[config.mk]
export PLATFORM = sky130hd
export DESIGN_NAME = hazard_unit
export DESIGN_NICKNAME = d
export VERILOG_FILES = /design/src/rtl/hazard_unit.sv
export SDC_FILE = /design/constraint.sdc
export NUM_CORES = 1
export LEC_CHECK = 0
export ABC_AREA = 1
export CORE_MARGIN = 4
export CORE_UTILIZATION = 58
export CTS_CLUSTER_DIAMETER = 40
export CTS_CLUSTER_SIZE = 10
export DETAILED_ROUTE_END_ITERATION = 8
export PLACE_DENSITY = 0.93
export SYNTH_ARGS = -nofsm -noshare
export SYNTH_HDL_FRONTEND = slang
export SYNTH_SLANG_ARGS = --single-unit
[constraint.sdc]
create_clock -name clk -period 9.81 [get_ports clk]
set_input_delay 1.962 -clock clk [delete_from_list [all_inputs] [get_ports clk]]
set_output_delay 1.962 -clock clk [all_outputs]
set_load 0.1 [all_outputs]
[src/rtl/hazard_unit.sv]
// hazard_unit: forwarding selects, load-use stall and branch flush control
// for a 5-stage RV32I pipeline, with saturating stall/flush counters.
module hazard_unit #(
  parameter int unsigned REG_AW = 5,
  parameter int unsigned CNT_W  = 32
) (
  input  logic              clk,
  input  logic              rst,
  input  logic [REG_AW-1:0] rs1_d,
  input  logic [REG_AW-1:0] rs2_d,
  input  logic [REG_AW-1:0] rd_d,
  input  logic              regwrite_d,
  input  logic              is_load_d,
  input  logic              pc_src_e,
  output logic [1:0]        fwd_a_e,
  output logic [1:0]        fwd_b_e,
  output logic              stall_f,
  output logic              stall_d,
  output logic              flush_d,
  output logic              flush_e,
  output logic [CNT_W-1:0]  stall_cnt,
  output logic [CNT_W-1:0]  flush_cnt
);

  localparam logic [1:0] FWD_RF  = 2'b00;
  localparam logic [1:0] FWD_WB  = 2'b01;
  localparam logic [1:0] FWD_MEM = 2'b10;

  typedef struct packed {
    logic [REG_AW-1:0] rs1;
    logic [REG_AW-1:0] rs2;
    logic [REG_AW-1:0] rd;
    logic              regwrite;
    logic              is_load;
  } ex_t;

  typedef struct packed {
    logic [REG_AW-1:0] rd;
    logic              regwrite;
  } wr_t;

  ex_t              ex_q, ex_d;
  wr_t              mem_q, mem_d;
  wr_t              wb_q, wb_d;
  logic [CNT_W-1:0] stall_cnt_q, stall_cnt_d;
  logic [CNT_W-1:0] flush_cnt_q, flush_cnt_d;
  logic             lw_stall;
  logic             branch;

  // Newest producer wins: MEM before WB; x0 is never forwarded.
  function automatic logic [1:0] fwd_sel(input logic [REG_AW-1:0] rs,
                                         input wr_t mem, input wr_t wb);
    logic [1:0] sel;
    sel = FWD_RF;
    if (rs != '0 && mem.regwrite && mem.rd == rs)
      sel = FWD_MEM;
    else if (rs != '0 && wb.regwrite && wb.rd == rs)
      sel = FWD_WB;
    return sel;
  endfunction

  // Hazard detection and control outputs; a taken branch overrides the stall.
  always_comb begin
    branch   = pc_src_e & ~rst;
    lw_stall = ex_q.is_load && ex_q.regwrite && (ex_q.rd != '0) &&
               ((ex_q.rd == rs1_d) || (ex_q.rd == rs2_d));
    fwd_a_e  = fwd_sel(ex_q.rs1, mem_q, wb_q);
    fwd_b_e  = fwd_sel(ex_q.rs2, mem_q, wb_q);
    stall_f  = lw_stall & ~branch;
    stall_d  = lw_stall & ~branch;
    flush_d  = branch;
    flush_e  = lw_stall | branch;
  end

  // Shadow pipeline advance and saturating counter next-state.
  always_comb begin
    ex_d        = '0;
    mem_d       = '0;
    wb_d        = '0;
    stall_cnt_d = stall_cnt_q;
    flush_cnt_d = flush_cnt_q;
    if (!flush_e) begin
      ex_d.rs1      = rs1_d;
      ex_d.rs2      = rs2_d;
      ex_d.rd       = rd_d;
      ex_d.regwrite = regwrite_d;
      ex_d.is_load  = is_load_d;
    end
    mem_d.rd       = ex_q.rd;
    mem_d.regwrite = ex_q.regwrite;
    wb_d           = mem_q;
    if (stall_d && (stall_cnt_q != '1))
      stall_cnt_d = stall_cnt_q + CNT_W'(1);
    if (branch && (flush_cnt_q != '1))
      flush_cnt_d = flush_cnt_q + CNT_W'(1);
  end

  // State registers with asynchronous active-high reset.
  always_ff @(posedge clk or posedge rst) begin
    if (rst) begin
      ex_q        <= '0;
      mem_q       <= '0;
      wb_q        <= '0;
      stall_cnt_q <= '0;
      flush_cnt_q <= '0;
    end else begin
      ex_q        <= ex_d;
      mem_q       <= mem_d;
      wb_q        <= wb_d;
      stall_cnt_q <= stall_cnt_d;
      flush_cnt_q <= flush_cnt_d;
    end
  end

  assign stall_cnt = stall_cnt_q;
  assign flush_cnt = flush_cnt_q;

endmodule

==> run_results.csv, run 1 <==
group,metric,value,unit
critical_path,slowest_stage,"clkdlybuf4s50_1",
cells_and_area,nFillCells,772,
logic_synthesis,yosys_warnings,0,
pwr,p_switching,372.7,uW
logic_synthesis,synth_top_area_share,42.00,%
clock_network,post-cts-setup-buffers,0,
cells_and_area,n_antenna_cell,0,
floorplan,die_h,105.7,um
critical_path,crit_path_end_kind,"primary output",
timing,post-route-min-period,6766,ps
timing,fin_worst_skew,17.35,ps
critical_path,cp_cell_sequence,"clkdlybuf4s50_1, inv_4, nand2_1, nand2_1, clkdlybuf4s50_1",
pwr,pwr_density_cell,140.9,mW/mm2
placed_design,place_ws,3003,ps
clock_network,clock_sinks,93,
global_routing,grt_overflow,0,
placed_design,placed_area,0.006501,mm2
clock_network,cts_max_level,3,
clock_network,numCtsBuffers,9,
cells_and_area,finalNonFillerCells,1010,
pwr,leakagePower,3.228,nW
cells_and_area,final_nets,898,
critical_path,crit_arrival,4800,ps
placed_design,gp_congestion,0.9388,
floorplan,io_pins,92,
timing,finalSetupViolations,0,
placed_design,portBuffers,91,
floorplan,core-area,0.009284,mm2
pwr,power.share.clock,26.8,%
clock_network,cts_tree,"done",
cells_and_area,seq_area,0.002327,mm2
pwr,seqPwrFrac,46.6,%
floorplan,dieArea,0.01118,mm2
drt,drc,0,
clock_network,clkTransAtPathRegs,100,ps
critical_path,crit_required,7850,ps
cells_and_area,layout-drive-gt1-share,5.108,%
placed_design,dp_cells,994,
clock_network,clockBufferDepth,2,
timing,setup_tns,0,ps
logic_synthesis,postSynthAreaPerCell,7.050,um2
floorplan,rows,35,
critical_path,critical_path_buf_inv_count,3,
logic_synthesis,seq_area_frac_synth,42.00,%
placed_design,hpwl,9.913,mm
logic_synthesis,synth_seq_cells,93,
timing,hold_violations,0,
logic_synthesis,synthTopCellsByCount,"nand2_1 (329), nor2_1 (100), dfrtp_1 (93), inv_1 (73), xor2_1 (32)",
clock_network,cts_resized,0,
critical_path,critPathMaxFanout,40,
global_routing,antenna_found_initial,0,
clock_network,clk_latency,370,ps
critical_path,setup.worst_path.class,"in2out",
logic_synthesis,syn-instance-count,786,
timing,slew_headroom,33.73,%
global_routing,grt_max_degree,56,
timing,maxSlewViolCount,0,
timing,worst_slew_pin_slew,991.0,ps
drt,vias,5176,
critical_path,critPathTopFamily,"buffers and inverters",
timing,fmax,147.8,MHz
pwr,swShare,39.49,%
floorplan,die_w,105.7,um
cells_and_area,finalInstanceArea,0.006699,mm2
global_routing,gr-usage-all-layers,24.38,%
outcome,status,"complete, no violations",
logic_synthesis,syn_area,0.005542,mm2
timing,period_share,68.97,%
drt,routed_wl,13.22,mm
timing,layout_setup_ws,3044,ps
global_routing,grt_pass1_wl,22.46,mm
floorplan,start_util,59.69,%
timing,rsz0062_at_grt,"false",
run,drv_cap,0,
critical_path,critPathLaunchType,"input pin",
global_routing,grt_pass1_vias,4898,
logic_synthesis,ys_types,33,
logic_synthesis,synth_edf_count,0,
pwr,power.total,943.6,uW
pwr,ir_drop,0.0001393,V
hold_path,min_path_type,"reg2reg",
critical_path,critical-path-max-stage-delay,1240,ps
cells_and_area,area_growth,20.88,%
drt,dr.pass1.iters,5,
drt,wire_per_inst,13.09,um
logic_synthesis,synth.most_common_cell,"nand2_1",
logic_synthesis,synth_fp_nets,808,
pwr,internal-power,571.0,uW
drt,ant_nets,0,
cells_and_area,multi_input_area,0.002761,mm2
pwr,p_comb_share,26.6,%
logic_synthesis,synth_area_leaders,"dfrtp_1 (42%), nand2_1 (22%), nor2_1 (6.8%)",
logic_synthesis,synth_ff_type,"dfrtp_1",
clock_network,hold_buffers,0,
drt,dr.first_iter.drc_count,234,
logic_synthesis,async_reset_ff_share,100.0,%
logic_synthesis,synth_top_cell_by_area,"dfrtp_1",
clock_network,cts-root-buf,"clkbuf_8",
drt,vias_per_cell,5.125,
-- power groups by stage --
stage	registers (mW)	logic (mW)	clock network, mW
2_1_floorplan	0.556	0.0767	0
3_3_place_gp	0.445	0.248	0
3_5_place_dp	0.446	0.252	0
4_1_cts	0.439	0.252	0.256
5_1_grt	0.444	0.268	0.270
6_report	0.439	0.251	0.253
-- per-stage QoR --
| step | hold WS (ps) | util, % |
|---|---|---|
| global route | 407.3 | 72.16 |
| detailed placement | 395.4 | 70.03 |
| CTS | 406.1 | 72.16 |
| global placement | 397.3 | 70.03 |
| finish | 406.8 | 72.16 |
| floorplan | 354.4 | - |
-- cells in the final DEF, fill, tap and decap left out, types with 15 or more instances in the layout --
cell	count
nor3_1	20
nor2_1	100
nand3b_1	15
xor2_1	32
nand3_1	23
dfrtp_1	93
clkdlybuf4s50_1	91
xnor2_1	19
nand2_1	329
inv_1	72
-- layout make-up --
cell class	count	share of cell area [%]
Sequential cell	93	34.74
Inverter	88	4.968
Timing Repair Buffer	92	13.71
Multi-Input combinational cell	592	41.22
Clock inverter	7	1.102
Tap cell	129	2.409
Clock buffer	9	1.849
-- state kept, by name, summed over array words and instances (netlist names) --
| signal | cells |
|---|---|
| flush_cnt | 32 |
| wb_q | 6 |
| ex_q | 17 |
| stall_cnt | 32 |
| mem_q | 6 |
-- worst paths after layout --
path	slack, ps	start	to	cells after the start
min in group asynchronous	1970	rst	flush_cnt[13]$_DFFE_PP0P_	2
max in group asynchronous	6780	rst	stall_cnt[25]$_DFFE_PP0P_	3
worst max register to register	7610	flush_cnt[0]$_DFFE_PP0P_	flush_cnt[14]$_DFFE_PP0P_	11
worst max-delay path	3040	rst	flush_e	5
worst min register to register	410	ex_q[1]$_DFF_PP0_	mem_q[0]$_DFF_PP0_	0
worst min-delay path	410	ex_q[1]$_DFF_PP0_	mem_q[0]$_DFF_PP0_	0
-- per-layer routing --
layer | routed length [um] | global-route usage [%]
met3 | 688 | 3.919
met4 | 190 | 6.475
met5 | 0 | 0
met1 | 5813 | 31.83
met2 | 6532 | 42.21
-- cells by family (layout without fill, tap and decap cells) --
| kind of cell | after synthesis | count (layout) | synth area share, % |
|---|---|---|---|
| AOI/OAI and AO/OA | 24 | 24 | 2.461 |
| adders and majority gates | 2 | 2 | 0.4515 |
| buffers and inverters | 101 | 196 | 8.174 |
| xor gates and xnor gates | 51 | 51 | 8.061 |
| DFF | 93 | 93 | 42.00 |
| and+or+nand+nor | 515 | 515 | 38.86 |
(Power assumes the default switching activity.)
==> run 2, diff against run 1 <==
--- a/config.mk
+++ b/config.mk
@@ -7,11 +7,11 @@
 export LEC_CHECK = 0
 export ABC_AREA = 1
 export CORE_MARGIN = 4
-export CORE_UTILIZATION = 58
+export CORE_UTILIZATION = 54
 export CTS_CLUSTER_DIAMETER = 40
 export CTS_CLUSTER_SIZE = 10
 export DETAILED_ROUTE_END_ITERATION = 8
-export PLACE_DENSITY = 0.93
+export PLACE_DENSITY = 0.88
 export SYNTH_ARGS = -nofsm -noshare
 export SYNTH_HDL_FRONTEND = slang
 export SYNTH_SLANG_ARGS = --single-unit
==> constraint.sdc (replaced) <==
create_clock -name clk -period 6.6 [get_ports clk]
set_input_delay 1.32 -clock clk [delete_from_list [all_inputs] [get_ports clk]]
set_output_delay 1.32 -clock clk [all_outputs]
set_load 0.1 [all_outputs]
==> run 2 against run 1 <==
- worst hold slack lost 5.7 ps
- flip-flop and latch count is the same
- design area grew 0.17%
- wire length is 2.9% higher
- clock power increased by 55%
==> run_results.csv, run 2 (synthesis gave the netlist of run 1 again) <==
group,metric,value,unit
global_routing,grt_max_degree,51,
timing,rsz0062_at_grt,"false",
drt,drc,0,
floorplan,core-area,0.009864,mm2
timing,worst_slew_pin_slew,1001,ps
clock_network,post-cts-setup-buffers,0,
pwr,ir_drop,0.0002328,V
global_routing,grt_pass1_vias,5012,
critical_path,crit_arrival,4100,ps
timing,hold_violations,0,
timing,layout_setup_ws,1182,ps
critical_path,crit_required,5280,ps
clock_network,cts-root-buf,"clkbuf_8",
critical_path,crit_top_cell,"nand2_1",
critical_path,setup.worst_path.class,"in2out",
drt,dr.first_iter.drc_count,249,
timing,post-route-min-period,5418,ps
timing,period_share,82.09,%
clock_network,clock_sinks,93,
critical_path,cp_cell_sequence,"clkdlybuf4s50_1, inv_1, nand2_1, nand2_1, nor2_1, nand3_1, nand2_1, nand2_1, nand2_1, clkdlybuf4s50_1",
floorplan,rows,36,
clock_network,cts_resized,0,
drt,ant_nets,0,
clock_network,clockBufferDepth,2,
global_routing,grt_overflow,0,
drt,wire_per_inst,13.40,um
drt,vias,5184,
cells_and_area,final_nets,899,
timing,maxSlewViolCount,0,
cells_and_area,multi_input_area,0.002761,mm2
floorplan,dieArea,0.01195,mm2
global_routing,gr-usage-all-layers,24.59,%
timing,fmax,184.6,MHz
global_routing,antenna_found_initial,0,
placed_design,place_ws,1204,ps
clock_network,cts_tree,"done",
timing,fin_hold_ws,401.1,ps
clock_network,cts_max_level,3,
run,drv_cap,0,
timing,slew_headroom,33.03,%
floorplan,io_pins,92,
cells_and_area,n_antenna_cell,0,
cells_and_area,layout-drive-gt1-share,5.102,%
hold_path,min_path_type,"reg2reg",
cells_and_area,area_growth,21.09,%
cells_and_area,layout_commonest_cell,"nand2_1",
timing,finalSetupViolations,0,
clock_network,hold_buffers,0,
pwr,leakagePower,3.230,nW
critical_path,critPathLaunchType,"input pin",
clock_network,clkTransAtPathRegs,90,ps
drt,vias_per_cell,5.107,
placed_design,hpwl,10.03,mm
critical_path,critical-path-max-stage-delay,1250,ps
critical_path,critPathMaxFanout,18,
critical_path,crit_path_end_kind,"primary output",
timing,fin_worst_skew,13.14,ps
floorplan,start_util,56.18,%
pwr,pwr_density_cell,211.5,mW/mm2
floorplan,die_w,109.3,um
cells_and_area,nFillCells,831,
cells_and_area,final_cell_mix,"nand2_1 (329), nor2_1 (100), dfrtp_1 (93)",
clock_network,clk_latency,360,ps
placed_design,portBuffers,91,
pwr,power.total,1.419,mW
global_routing,grt_pass1_wl,23.36,mm
timing,setup_tns,0,ps
critical_path,slowest_stage,"clkdlybuf4s50_1",
outcome,status,"complete, no violations",
cells_and_area,seq_area,0.002327,mm2
drt,dr.pass1.iters,5,
placed_design,gp_congestion,0.9560,
drt,routed_wl,13.60,mm
floorplan,die_h,109.3,um
clock_network,numCtsBuffers,9,
==> run 2: changes by cell type in the layout (fill, tap and decap cells not counted) <==
cell and change:
clkinv_2 +1, buf_4 +1, clkinvlp_4 +1, clkbuf_1 +1, clkinv_8 -1, bufinv_16 +1
inv_8 -2, clkinv_4 -2, inv_6 +1
==> run 2: final timing paths <==
| kind | start | to | slack (ps) | depth (start not counted) |
|---|---|---|---|---|
| setup / recovery | rs2_d[2] | flush_e | 1180 | 10 |
| hold / removal | ex_q[1]$_DFF_PP0_ | mem_q[0]$_DFF_PP0_ | 400 | 0 |
| setup reg to reg | flush_cnt[0]$_DFFE_PP0P_ | flush_cnt[19]$_DFFE_PP0P_ | 4340 | 11 |
| hold reg to reg | ex_q[1]$_DFF_PP0_ | mem_q[0]$_DFF_PP0_ | 400 | 0 |
| max in group asynchronous | rst | flush_cnt[21]$_DFFE_PP0P_ | 4060 | 4 |
| min in group asynchronous | rst | wb_q[4]$_DFF_PP0_ | 1480 | 3 |
==> run 2: cell type report <==
cell class	instances	area share, %
Clock buffer	10	1.902
Timing Repair Buffer	93	13.80
Sequential cell	93	34.68
Tap cell	133	2.480
Clock inverter	6	1.026
Multi-Input combinational cell	592	41.15
Inverter	88	4.960
==> run 2: critical path, delay by kind of cell <==
| family | cells | cell delay, ps |
|---|---|---|
| buf+inv | 3 | 1800 |
| simple gates | 7 | 970 |
==> run 2: per-layer routing <==
metal / global-route usage (%) / up-vias / wire length, um
met3: 3.876 / 27 / 768
li1: - / 2593 / -
met2: 39.21 / 173 / 6441
met1: 33.97 / 2391 / 6073
met5: 0 / - / 0
met4: 9.439 / 0 / 318
==> run 2: power breakdown <==
group	total, mW	switching, mW	internal [mW]	leakage, nW
sequential	0.654	0.0487	0.605	1.23
combinational	0.372	0.278	0.0942	1.90
clock	0.393	0.214	0.179	0.0977
total	1.42	0.541	0.878	3.23
==> run 2: metrics by stage <==
step | cells | cell area [um2] | util, %
finish | 1015 | 6710 | 68.02
global placement | 999 | 6514 | 66.03
detailed placement | 999 | 6514 | 66.03
CTS | 1015 | 6710 | 68.02
floorplan | 786 | 5542 | -
global route | 1015 | 6710 | 68.02
